===== src/rtl/count_seq_monitor_pkg.sv =====
// Shared types and helpers for the counter sequence monitor.
// Holds the FSM state encoding, default widths and the saturating increment.
package count_mon_pkg;

    localparam int CW_DEF    = 4;
    localparam int STATW_DEF = 8;

    typedef enum logic [1:0] {
        IDLE = 2'd0,
        ACQ  = 2'd1,
        LOCK = 2'd2
    } state_e;

    // Widths up to 31 bits; callers zero-extend into and truncate out of 32 bits.
    function automatic logic [31:0] sat_inc(input logic [31:0] v, input logic [31:0] maxv);
        return (v == maxv) ? v : v + 32'd1;
    endfunction

endpackage


===== src/rtl/count_seq_monitor_sat_counter.sv =====
// Saturating statistics counter with synchronous clear.
// A clear in the same cycle as an increment wins.
module sat_counter
    import count_mon_pkg::*;
#(
    parameter int W = 8
) (
    input  logic         clk,
    input  logic         reset,
    input  logic         inc,
    input  logic         clr,
    output logic [W-1:0] q
);

    logic [W-1:0] q_d, q_q;

    always_comb begin
        q_d = q_q;
        if (clr)
            q_d = '0;
        else if (inc)
            q_d = W'(sat_inc(32'(q_q), 32'({W{1'b1}})));
    end

    always_ff @(posedge clk or negedge reset) begin
        if (!reset)
            q_q <= '0;
        else
            q_q <= q_d;
    end

    assign q = q_q;

endmodule


===== src/rtl/count_seq_monitor.sv =====
// Checks that a free-running counter advances by +1 and classifies each step.
// Wraps, upstream resets and sequence errors are only reported while locked.
module count_seq_monitor
    import count_mon_pkg::*;
#(
    parameter int CW     = CW_DEF,
    parameter int STATW  = STATW_DEF,
    parameter int LOCK_N = 2
) (
    input  logic             clk,
    input  logic             reset,
    input  logic [CW-1:0]    count_in,
    input  logic             count_vld,
    input  logic             clr,
    output logic             locked,
    output logic             wrap_pulse,
    output logic             crst_pulse,
    output logic             err_pulse,
    output logic [STATW-1:0] wrap_cnt,
    output logic [STATW-1:0] crst_cnt,
    output logic [STATW-1:0] err_cnt
);

    state_e        state_d, state_q;
    logic [CW-1:0] prev_d, prev_q;
    logic [2:0]    good_d, good_q;
    logic          wrap_d, wrap_q;
    logic          crst_d, crst_q;
    logic          err_d, err_q;
    logic [CW-1:0] exp_v;
    logic [2:0]    good_inc;

    assign exp_v    = prev_q + CW'(1);
    assign good_inc = good_q + 3'd1;

    always_comb begin
        state_d = state_q;
        prev_d  = prev_q;
        good_d  = good_q;
        wrap_d  = 1'b0;
        crst_d  = 1'b0;
        err_d   = 1'b0;
        if (count_vld) begin
            prev_d = count_in;
            case (state_q)
                IDLE: begin
                    good_d  = '0;
                    state_d = ACQ;
                end
                ACQ: begin
                    if (count_in == exp_v) begin
                        good_d = good_inc;
                        if (good_inc == 3'(LOCK_N))
                            state_d = LOCK;
                    end else begin
                        good_d = '0;
                    end
                end
                LOCK: begin
                    // max->0 matches exp_v, so it is a wrap before it can look like a reset
                    if (count_in == exp_v) begin
                        wrap_d = (prev_q == {CW{1'b1}});
                    end else if (count_in == '0) begin
                        crst_d = 1'b1;
                    end else begin
                        err_d   = 1'b1;
                        good_d  = '0;
                        state_d = ACQ;
                    end
                end
                default: state_d = IDLE;
            endcase
        end
    end

    always_ff @(posedge clk or negedge reset) begin
        if (!reset) begin
            state_q <= IDLE;
            prev_q  <= '0;
            good_q  <= '0;
            wrap_q  <= 1'b0;
            crst_q  <= 1'b0;
            err_q   <= 1'b0;
        end else begin
            state_q <= state_d;
            prev_q  <= prev_d;
            good_q  <= good_d;
            wrap_q  <= wrap_d;
            crst_q  <= crst_d;
            err_q   <= err_d;
        end
    end

    assign locked     = (state_q == LOCK);
    assign wrap_pulse = wrap_q;
    assign crst_pulse = crst_q;
    assign err_pulse  = err_q;

    sat_counter #(.W(STATW)) u_wrap_cnt (
        .clk(clk), .reset(reset), .inc(wrap_d), .clr(clr), .q(wrap_cnt)
    );
    sat_counter #(.W(STATW)) u_crst_cnt (
        .clk(clk), .reset(reset), .inc(crst_d), .clr(clr), .q(crst_cnt)
    );
    sat_counter #(.W(STATW)) u_err_cnt (
        .clk(clk), .reset(reset), .inc(err_d), .clr(clr), .q(err_cnt)
    );

endmodule

===== config.mk =====
export PLATFORM = sky130hd
export DESIGN_NAME = count_seq_monitor
export DESIGN_NICKNAME = d
export VERILOG_FILES = /design/src/rtl/count_seq_monitor_pkg.sv /design/src/rtl/count_seq_monitor_sat_counter.sv /design/src/rtl/count_seq_monitor.sv
export SDC_FILE = /design/constraint.sdc
export NUM_CORES = 1
export LEC_CHECK = 0
export ABC_AREA = 1
export CORE_MARGIN = 2
export CORE_UTILIZATION = 53
export DETAILED_ROUTE_END_ITERATION = 8
export GPL_TIMING_DRIVEN = 0
export PLACE_DENSITY = 0.84
export SYNTH_ARGS = -nofsm -noshare
export SYNTH_HDL_FRONTEND = slang
export SYNTH_SLANG_ARGS = --single-unit

===== constraint.sdc =====
create_clock -name clk -period 4 [get_ports clk]
set_clock_uncertainty 0.15 [all_clocks]
set_input_delay 1.2 -clock clk [delete_from_list [all_inputs] [get_ports clk]]
set_output_delay 1.2 -clock clk [all_outputs]
set_load 0.03 [all_outputs]

Yosys cells after proc, flatten, opt, wreduce, memory -nomap -nowiden
Cells that the tools add are included.
W data, S select, Z words.
Cells by class
  add/sub/neg operators: 5
  equal/unequal tests: 15
  multiplexer cells: 29
  reduce and logical (&&, ||, !) cells: 11
Operator list (number)
  $mux W8: 9
  $add A8 B1 Y8 const B: 3
  $eq A8 B8 Y1 const B: 3
  $ne A2 B2 Y1 const B: 7
  $mux W1: 11
  $mux W3: 3
  $pmux W3 S3: 1
  $mux W2: 4
  $pmux W2 S3: 1
  $reduce_and A2 Y1: 3
  $reduce_bool A2 Y1: 3
  $reduce_and A5 Y1: 1
  $add A4 B1 Y4 const B: 1
  $eq A4 B4 Y1: 1
  $eq A4 B4 Y1 const B: 1
  $logic_not A4 Y1: 1
  $reduce_and A4 Y1: 1
  $add A3 B1 Y3 const B: 1
  $eq A3 B2 Y1 const B: 1
  $reduce_bool A3 Y1: 1
  $eq A2 B1 Y1 const B: 1
  $eq A2 B2 Y1 const B: 1
  $logic_not A2 Y1: 1
Word-level totals
  bits of input ports: 8
  output and inout bits: 28
  register bits after elaboration: 36
  word-level logic and storage cells: 69

Logic depth before layout (Yosys ltp)
Gate-level depths: netlist of the first run.
  depth after elaboration: 7
  gate-level depth with buffers: 13
  depth with buffers taken out: 13

Modules after synthesis
A second synthesis of the first run with hierarchy kept.
Unflattened totals
  cells, all modules: 311
  area, all modules: 2245.9 um^2
Modules (own cells, without submodules)
  sat_counter: cells each 70, seq. area each 200.2 um^2, area each 500.5 um^2, times used 3
  count_seq_monitor: cells each 101, seq. area each 300.3 um^2, area each 744.5 um^2, times used 1

Least setup slack after synthesis of the first run
Ideal clock, no wire load.
  kind: in2reg
  start: input port count_vld
  end: register u_wrap_cnt.q_q[7] (netlist: u_wrap_cnt.q[7])
  data required time: 3.717 ns
  path buffers: 1
  data arrival time: 2.158 ns
  setup slack: 1.559 ns
  stages: 8
  library setup time: 0.133 ns
  path through: buf_4 -> inv_2 -> nor3_4 -> nand4_4 -> nor2_8 -> nand3_1 -> nand2_1 -> nor2_1
On the way
  longest elaborated chain between the ends: 3
Ends and longest elaborated chain
  start: declaration: line count_seq_monitor.sv:13  | input logic count_vld,
  $mux W1: line count_seq_monitor.sv:43  | if (count_vld) begin
  $reduce_bool A2 Y1 (no source line)
  $reduce_and A2 Y1 (no source line)
  end signal: assignment: line count_seq_monitor_sat_counter.sv:29  | q_q <= q_d;
  end: declaration: line count_seq_monitor_sat_counter.sv:15  | logic [W-1:0] q_d, q_q;
Every way passes these cells.
A chain may end at the register's enable or synchronous reset.

Worst setup path after layout of the first run
  start: register state_q[0]
  end: output port locked
On the way
  longest elaborated chain between the ends: 1
Ends and longest elaborated chain
  start: declaration: line count_seq_monitor.sv:24  | state_e state_d, state_q;
  start signal: assignment: line count_seq_monitor.sv:85  | state_q <= state_d;
  $eq A2 B2 Y1: line count_seq_monitor.sv:94  | assign locked = (state_q == LOCK);
  end: declaration: line count_seq_monitor.sv:15  | output logic locked,
Every way passes these cells.

==> results of run 1 <==
cell type report:
class                           count  area [µm²]
Fill cell                         351        1330
Multi-Input combinational cell    210        1120
Sequential cell                    36         901
Timing Repair Buffer               34         335
Inverter                           31         116
Clock buffer                        6        72.6
Tap cell                           50        62.6
Buffer                              5        22.5
Clock inverter                      1        5.00
layout by cell type (no fill, tap or decap):
master and instances:
nand2_1 82, dfrtp_1 36, nand3_1 35, clkdlybuf4s50_1 33, nor2_1 25, inv_1 22, nand4_1 16, xor2_1 10
inv_2 9, o21ai_0 6, ha_1 6, nor3_1 5, clkbuf_8 5, clkbuf_1 4, o21ai_1 4, nand2_2 3
nor2_2 3, a21oi_2 3, nand4_2 2, nor2_4 1, buf_4 1, nor3_4 1, nand4_4 1, nand3_2 1
buf_1 1, nor2_8 1, nor4_1 1, o21bai_1 1, nor3b_2 1, xnor2_1 1, nor3b_1 1, clkinv_2 1
buf_2 1
worst max-delay path, delay by kind of cell, from the launching register on:
family	cells	cell delay (ps)
buffers and inverters	3	920
flip-flops	1	430
AND/OR/NAND/NOR	1	120
power by group through the flow:
stage          combinational [mW]  sequential (mW)  clock, mW
4_1_cts                     0.206            0.408      0.251
6_report                    0.206            0.409      0.247
3_5_place_dp                0.204            0.415          0
5_1_grt                     0.232            0.412      0.267
2_1_floorplan               0.127            0.424          0
3_3_place_gp                0.199            0.415          0
state kept, by name, summed over array words and instances (netlist names):
register and count:
good_q 3, u_err_cnt.q 8, wrap_pulse 1, crst_pulse 1, u_wrap_cnt.q 8, u_crst_cnt.q 8, err_pulse 1, state_q 2
prev_q 4
logic make-up (layout without fill, tap and decap cells):
| logic type | count (synthesis) | after routing | share of synthesized area, % |
|---|---|---|---|
| AOI/OAI and AO/OA | 14 | 14 | 3.87 |
| buffers and inverters | 36 | 77 | 6.42 |
| DFF | 36 | 36 | 41.6 |
| xor gates and xnor gates | 11 | 11 | 4.45 |
| adders and majority gates | 6 | 6 | 3.47 |
| and+or+nand+nor | 179 | 179 | 40.2 |
final timing paths:
check	to	slack, ps	cells after the start
hold / removal	good_q[0]	370	1
hold reg to reg	good_q[0]	370	1
setup reg to reg	u_wrap_cnt.q[3]	1980	10
max in group asynchronous	good_q[0]	2350	1
setup / recovery	locked	900	4
min in group asynchronous	u_wrap_cnt.q[7]	840	1
metrics by stage:
stage | setup WS, ps | instances
after floorplan | 1560 | 282
after global placement | 760 | 366
after detailed placement | 945 | 366
after CTS | 899 | 373
after global routing | 820 | 373
final | 897 | 373
layer usage:
layer  global-route usage [%]  vias up  share of wire, %
met1                     27.7      936                40
met3                     5.10        8               5.9
li1                         -     1006                 -
met4                     8.25        0               1.6
met5                        0        -                 0
met2                     39.1       55                52
==> flow_summary.yaml, run 1 <==
route:
  post-route-drc-count: 0
  drtIter0Drc: 97
  wirelength_um: 4740
  antenna_left: 0
  viasPerCell: 5.38
  dr_total_vias: 2005
  first_pass_iters: 4
  routedWlPerCell_um: 12.7
setup_path:
  critical_path_arrival_ps: 1750
  path_max_fanout: 4
  crit_slowest_cell: "clkdlybuf4s50_1"
  endpoint_kind: "output pin"
  worstPathCellList: "inv_2, nand2_1, inv_1, clkdlybuf4s50_1"
  worstSetupStartpointType: "register"
  crit_type: "register to output pin"
  r2r_start: "prev_q[0]"
  crit_required_ps: 2650
  slowest_delay_ps: 680
  setup.worst_path.start: "state_q[0]"
placed_design:
  place_area_mm2: 0.00256
  gp_congestion: 0.827
  portBuffers: 34
  dp_hpwl_um: 3450
worst_hold_path:
  hp-start: "good_q[0]"
  hold_class: "register to register"
floorplan:
  die_height_um: 67.9
  coreArea_mm2: 0.00397
  die_w_um: 67.9
  initial_core_util_pct: 54.5
  rows: 23
  io_pins: 36
  dieArea_mm2: 0.00461
timing:
  post-route-min-period_ps: 3100
  fmaxAchievable_mhz: 322
  rsz0062_at_grt: "false"
  tightest_slew_ps: 793
  maxSlewViolCount: 0
  hold_slack_ps: 366
  setup_viol: 0
  fin_crit_sh_pct: 77.6
  hold_viol_final: 0
  finalSetupTns_ps: 0
  relSlewSlack_pct: 47.1
job:
  cap_violations: 0
logic_synthesis:
  synth-seq-cells: 36
  netlist_area_mm2: 0.00216
  synth_nets: 296
  synth_top_area_share_pct: 41.6
  synthArstFlopShare_pct: 100
  synth_area_per_cell_um2: 7.68
  synth_common_cells: "nand2_1 (82), dfrtp_1 (36), nand3_1 (35), nor2_1 (25), inv_1 (22)"
  ys_top_cells_by_area: "dfrtp_1 (42%), nand2_1 (14%), nand3_1 (8.1%)"
  synthCells: 282
  ys_warn_count: 0
  synth_top_flop_cell: "dfrtp_1"
  yosysTopAreaCell: "dfrtp_1"
  synth-edff-count: 0
  ys_types: 29
  synth_most_common_cell: "nand2_1"
  yosysSeqAreaShare_pct: 41.6
global_routing:
  grt_usage_pct: 22.7
  grt-ovfl-total: 0
  grt_pass1_wl_um: 7850
  grt_max_degree: 37
  antenna_found_initial: 0
  grt_pass1_vias: 1811
final_layout:
  fin_util_pct: 66.5
  drive_gt1_share_pct: 10.5
  syn_to_final_growth_pct: 22.0
  design_area_mm2: 0.00264
  num_antenna_cells: 0
  final_nets: 337
outcome:
  status: "completed"
clocking:
  clkLatencyLatePin_ps: 290
  cts_tree: "done"
  clock_path_buffers: 2
  clkSinkCount: 36
  cts_resized: 0
  cts_setup_buffers: 0
  numCtsBuffers: 5
  root_buffer: "clkbuf_8"
  h-tree-depth: 2
  hold_buffers: 0
  clk_pin_slew_ps: 70
power_and_ir_drop:
  seqPwrFrac_pct: 47.5
  power_leakage_nw: 1.29
  internal-power_mw: 0.572
  powerDensity_mw_per_mm2: 327
  peakVddDrop_mv: 0.202
  pwr-share-comb_pct: 23.9
  switching_share_pct: 33.6
  switchingPower_mw: 0.290
  fin_total_pwr_mw: 0.862
  clkPwrFrac_pct: 28.7
Power figures use the tool's default switching activity.
==> run 2, diff against run 1 <==
Clock period 4 ns to 3.2 ns, I/O delays scaled along.
==> results of run 2 <==
The final DEF is identical to that of run 1. Status: completed.
Main changes from that run: setup slack after placement 945 ps -> 385 ps; setup slack after layout 897 ps -> 337 ps; register-to-register setup slack 1980 ps -> 1180 ps; total power 0.862 mW -> 1.08 mW; worst IR drop on VDD 0.202 mV -> 0.253 mV
